<file path="src/rtl/alu_pkg.sv">
// rtl/alu_pkg.sv - ALU select codes, ALUOp encodings and issue FSM state type
package alu_pkg;

    localparam logic [3:0] SEL_AND   = 4'b0000;
    localparam logic [3:0] SEL_OR    = 4'b0001;
    localparam logic [3:0] SEL_ADD   = 4'b0010;
    localparam logic [3:0] SEL_SUB   = 4'b0110;
    localparam logic [3:0] SEL_PASSB = 4'b0111;
    localparam logic [3:0] SEL_NOR   = 4'b1100;

    localparam logic [1:0] ALUOP_ADD   = 2'b00;
    localparam logic [1:0] ALUOP_SUB   = 2'b01;
    localparam logic [1:0] ALUOP_FUNCT = 2'b10;
    localparam logic [1:0] ALUOP_PASSB = 2'b11;

    typedef enum logic [1:0] {
        ST_IDLE = 2'b00,
        ST_EXEC = 2'b01,
        ST_DONE = 2'b10
    } issue_state_t;

endpackage

</file>
<file path="src/rtl/alu_op_decode.sv">
// rtl/alu_op_decode.sv - combinational ALUOp/funct decode to ALU select
// Optional NOR decode enabled by macro ALU_ISSUE_NOR_EN.
module alu_op_decode
    import alu_pkg::*;
(
    input  logic [1:0] ALUOp,
    input  logic [2:0] funct3,
    input  logic       funct7_5,
    output logic [3:0] sel,
    output logic       illegal
);

    always_comb begin
        sel     = SEL_PASSB;
        illegal = 1'b0;
        case (ALUOp)
            ALUOP_ADD:   sel = SEL_ADD;
            ALUOP_SUB:   sel = SEL_SUB;
            ALUOP_PASSB: sel = SEL_PASSB;
            default: begin
                // Illegal funct combinations fall through as PASSB with the flag set
                illegal = 1'b1;
                if (funct3 == 3'b000) begin
                    sel     = funct7_5 ? SEL_SUB : SEL_ADD;
                    illegal = 1'b0;
                end else if (funct3 == 3'b111) begin
                    sel     = SEL_AND;
                    illegal = 1'b0;
                end else if (funct3 == 3'b110) begin
                    sel     = SEL_OR;
                    illegal = 1'b0;
                end
`ifdef ALU_ISSUE_NOR_EN
                else if (funct3 == 3'b100 && funct7_5) begin
                    sel     = SEL_NOR;
                    illegal = 1'b0;
                end
`endif
            end
        endcase
    end

endmodule

</file>
<file path="src/rtl/alu_issue_ctrl.sv">
// rtl/alu_issue_ctrl.sv - issue controller: accept, drive external ALU for one cycle, hold result
// Optional NOR decode enabled by macro ALU_ISSUE_NOR_EN (see alu_op_decode).
module alu_issue_ctrl
    import alu_pkg::*;
#(
    parameter int n = 63
) (
    input  logic         clk,
    input  logic         reset,
    input  logic         in_valid,
    output logic         in_ready,
    input  logic [1:0]   ALUOp,
    input  logic [2:0]   funct3,
    input  logic         funct7_5,
    input  logic [n:0]   op_a,
    input  logic [n:0]   op_b,
    output logic [3:0]   alu_sel,
    output logic [n:0]   alu_a,
    output logic [n:0]   alu_b,
    input  logic [n:0]   alu_result,
    input  logic         alu_zero,
    output logic         out_valid,
    input  logic         out_ready,
    output logic [n:0]   out_result,
    output logic         out_zero,
    output logic         out_err
);

    issue_state_t state_q, state_d;
    logic [3:0]   dec_sel;
    logic         dec_illegal;
    logic         illegal_q;

    alu_op_decode u_decode (
        .ALUOp    (ALUOp),
        .funct3   (funct3),
        .funct7_5 (funct7_5),
        .sel      (dec_sel),
        .illegal  (dec_illegal)
    );

    always_ff @(posedge clk or posedge reset) begin
        if (reset) state_q <= ST_IDLE;
        else       state_q <= state_d;
    end

    always_comb begin
        state_d   = state_q;
        in_ready  = 1'b0;
        out_valid = 1'b0;
        case (state_q)
            ST_IDLE: begin
                in_ready = ~reset;
                if (in_valid) state_d = ST_EXEC;
            end
            ST_EXEC: state_d = ST_DONE;
            ST_DONE: begin
                out_valid = 1'b1;
                if (out_ready) state_d = ST_IDLE;
            end
            default: state_d = ST_IDLE;
        endcase
    end

    // ALU drive registers only change on accept, so the ALU ports never glitch between ops
    always_ff @(posedge clk or posedge reset) begin
        if (reset) begin
            alu_sel    <= 4'b0000;
            alu_a      <= '0;
            alu_b      <= '0;
            illegal_q  <= 1'b0;
            out_result <= '0;
            out_zero   <= 1'b0;
            out_err    <= 1'b0;
        end else begin
            if (state_q == ST_IDLE && in_valid) begin
                alu_sel   <= dec_sel;
                alu_a     <= op_a;
                alu_b     <= op_b;
                illegal_q <= dec_illegal;
            end
            if (state_q == ST_EXEC) begin
                if (illegal_q) begin
                    out_result <= '0;
                    out_zero   <= 1'b1;
                    out_err    <= 1'b1;
                end else begin
                    out_result <= alu_result;
                    out_zero   <= alu_zero;
                    out_err    <= 1'b0;
                end
            end
        end
    end

endmodule
</file>
<file path="config.mk">
export PLATFORM = sky130hd
export DESIGN_NAME = alu_issue_ctrl
export DESIGN_NICKNAME = d
export VERILOG_FILES = /design/src/rtl/alu_pkg.sv /design/src/rtl/alu_op_decode.sv /design/src/rtl/alu_issue_ctrl.sv
export SDC_FILE = /design/constraint.sdc
export NUM_CORES = 1
export LEC_CHECK = 0
export ABC_AREA = 1
export BUFFER_PORTS_ARGS = -buffer_cell sky130_fd_sc_hd__buf_2
export CAP_MARGIN = 20
export CELL_PAD_IN_SITES_DETAIL_PLACEMENT = 2
export CELL_PAD_IN_SITES_GLOBAL_PLACEMENT = 2
export CORE_UTILIZATION = 27
export CTS_CLUSTER_SIZE = 16
export DETAILED_ROUTE_END_ITERATION = 7
export PLACE_DENSITY_LB_ADDON = 0.08
export SLEW_MARGIN = 20
export SYNTH_ARGS = -nofsm -noshare
export SYNTH_HDL_FRONTEND = slang
export SYNTH_SLANG_ARGS = --single-unit
</file>
<file path="constraint.sdc">
create_clock -name clk -period 16.7 [get_ports clk]
set_input_delay 2.505 -clock clk [delete_from_list [all_inputs] [get_ports clk]]
set_output_delay 2.505 -clock clk [all_outputs]
set_load 0.005 [all_outputs]
</file>
==> flow_metrics.py <==
metrics = {
    "placed_design": {
        "dp_hpwl_um": 18920,
        "gp_congestion": 0.7271,
        "portBuffers": 401,
        "pre_cts_slack_ns": 11.28,
        "placedCellCount": 1473,
    },
    "cells_and_area": {
        "multi_input_area_mm2": 0.002168,
        "final_cells": 1510,
        "nNetsFinal": 1324,
        "drive_gt1_share_pct": 39.42,
        "final_cell_mix": "buf_2, nand2_1, dfrtp_1, a22o_1, clkbuf_16",
        "regArea_mm2": 0.005005,
        "fillers": 3097,
        "layout_commonest_cell": "buf_2",
        "area_growth_pct": 38.75,
        "fin_util_pct": 38.30,
    },
    "yosys": {
        "synth-simple-area-share_pct": 21.01,
        "netlist_instances": 738,
        "synth_top_family_by_area": "simple AND/OR/NAND/NOR gates",
        "yosys_warnings": 0,
        "syn_area_mm2": 0.007481,
        "avgSynthCellArea_um2": 10.14,
        "synth_seq_cells": 200,
        "synth_fa_ha_area_share_pct": 0,
        "synth_compound_area_share_pct": 7.760,
        "synth_xor_area_share_pct": 0,
        "ys_seq_area_share_pct": 66.90,
        "synth_cell_type_count": 18,
        "synth.area.mux_share_pct": 0,
        "synthesis.nets": 941,
    },
    "global_routing": {
        "grt-ovfl-total": 0,
        "grt_pass1_wl_um": 41330,
        "grt_pass1_vias": 7102,
        "antenna_found_initial": 6,
        "grt_max_degree": 133,
        "grtUsageTotal_pct": 18.96,
    },
    "timing": {
        "layout_min_cycle_time_ns": 5.424,
        "setup_ws_ns": 11.28,
        "max_freq_mhz": 184.4,
        "relSlewSlack_pct": 33.30,
        "tns_ns": 0,
        "rsz0062_at_grt": "false",
        "tightestPinTransition_ns": 1.001,
        "final_hold_viol_count": 0,
        "setup_viol": 0,
        "min_period_over_period_pct": 32.48,
        "slew_viol_final": 0,
        "skew_ns": 0.01540,
    },
    "route": {
        "routed-wl-met3_um": 2280,
        "first_pass_iters": 4,
        "drc": 0,
        "wl_um": 26740,
        "drt_iter0_markers": 363,
        "vias": 6675,
        "top_layer_used": "met5",
        "ant_nets": 0,
        "wl_met2_um": 13290,
        "met1Wirelength_um": 10750,
        "viasPerCell": 4.421,
        "post_drt_wl_per_cell_um": 17.71,
    },
    "power_and_ir_drop": {
        "p_switching_w": 0.0007275,
        "power.internal_w": 0.001249,
        "p_clk_share_pct": 21.7,
        "power_frac_seq_pct": 41.8,
        "pwr-share-comb_pct": 36.5,
        "fin_total_pwr_w": 0.001976,
        "p_leak_nw": 5.963,
        "powerDensity_mw_per_mm2": 190.4,
        "peakVddDrop_mv": 0.05648,
        "swShare_pct": 36.81,
    },
    "floorplanning": {
        "fp.dieH_um": 168.5,
        "rows": 60,
        "die-area_mm2": 0.02838,
        "io_pins": 403,
        "core_area_mm2": 0.02710,
        "start_util_pct": 27.60,
        "die_w_um": 168.5,
    },
    "clock_tree": {
        "cts_resized": 0,
        "cts_buffers": 17,
        "clk_latency_ns": 0.43,
        "cts_tree": "done",
        "ctsRootBufferMaster": "clkbuf_16",
        "clk_pin_slew_ns": 0.07,
        "post-cts-setup-buffer-count": 0,
        "ctsHoldBuffers": 0,
        "cts_max_path_buffers": 2,
        "cts-htree-levels": 4,
        "cts_sinks": 200,
    },
    "critical_path": {
        "path_cells": "buf_2 -> nor3_1 -> buf_2",
        "crit_arrival_ns": 2.92,
        "crit_required_ns": 14.20,
        "crit_type": "primary input to primary output",
        "crit_top_cell": "buf_2",
        "end_kind": "primary output",
        "slowest_stage": "buf_2",
        "path_buf_inv": 2,
        "critPathMaxFanout": 2,
        "crit_family": "buffers and inverters",
        "critPathMaxStageDelay_ns": 0.14,
        "cp-start-kind": "primary input",
    },
    "hold_path": {
        "hold_class": "register to register",
    },
    "job": {
        "cap_violations": 0,
    },
    "run_status": {
        "status": "complete, no violations",
    },
}
[synthesized netlist by cell type, drive strengths merged]
master    n  share of area, %
nor2      9              0.49
nand2   399                20
a22o     64               7.5
buf      37               3.4
dfrtp   200                67
inv      12              0.60
nor3      1             0.067
o21ai     4              0.27
conb      1             0.050
nand3     5              0.40
clkbuf    6              0.30
[through the flow]
stage               hold slack, ns  instance area, um2
floorplan                   0.4724                7481
global placement            0.4562                9738
detailed placement          0.4616                9738
CTS                         0.4831               10350
global route                0.4957               10380
finish                      0.4774               10380
[worst min-delay path: stages (launching register included)]
cell and delay [ns]:
dfrtp_1 0.34, nand2_1 0.05, nand2_1 0.05
[power groups by stage]
stage	clock (W)	combinational, W	sequential, W
after floorplan	0	0.000341	0.000855
after global placement	0	0.000729	0.000825
after detailed placement	0	0.000739	0.000835
after CTS	0.000447	0.000744	0.000829
after global routing	0.000465	0.000815	0.000855
final	0.000430	0.000722	0.000825
[area by class of cell]
cell class                      count  share of cell area, %
Sequential cell                   200                  48.22
Multi-Input combinational cell    483                  20.89
Timing Repair Buffer              407                  19.89
Tap cell                          372                  4.484
Clock buffer                       18                  4.231
Clock inverter                     14                  1.663
Inverter                           12                 0.5304
Antenna cell                        4                0.09643
[cells by family after synthesis]
family                 after synthesis
AOI/OAI and AO/OA                   68
and+or+nand+nor                    414
buffers and inverters               55
other                                1
DFF                                200
[sequential cells by signal, indices dropped and copies added (netlist names)]
register and cells:
alu_a 64, alu_b 64, out_result 64, alu_sel 3, state_q 2, illegal_q 1
out_err 1, out_zero 1
[final timing paths]
| path | from | endpoint | slack [ns] | depth (start not counted) |
|---|---|---|---|---|
| worst max-delay path | reset | in_ready | 11.28 | 3 |
| worst min-delay path | alu_b[20] | alu_b[20] | 0.48 | 2 |
| worst max register to register | state_q[0] | alu_b[25] | 13.99 | 6 |
| worst min register to register | alu_b[20] | alu_b[20] | 0.48 | 2 |
| max in group asynchronous | reset | state_q[0] | 12.82 | 3 |
| min in group asynchronous | reset | out_result[19] | 2.24 | 2 |
[layer usage]
| metal | track usage (%) | up-vias |
|---|---|---|
| li1 | - | 3095 |
| met5 | 0 | - |
| met2 | 32.47 | 250 |
| met4 | 5.652 | 4 |
| met3 | 6.640 | 26 |
| met1 | 22.32 | 3300 |
Note: power is estimated with default switching activity, not from simulation.
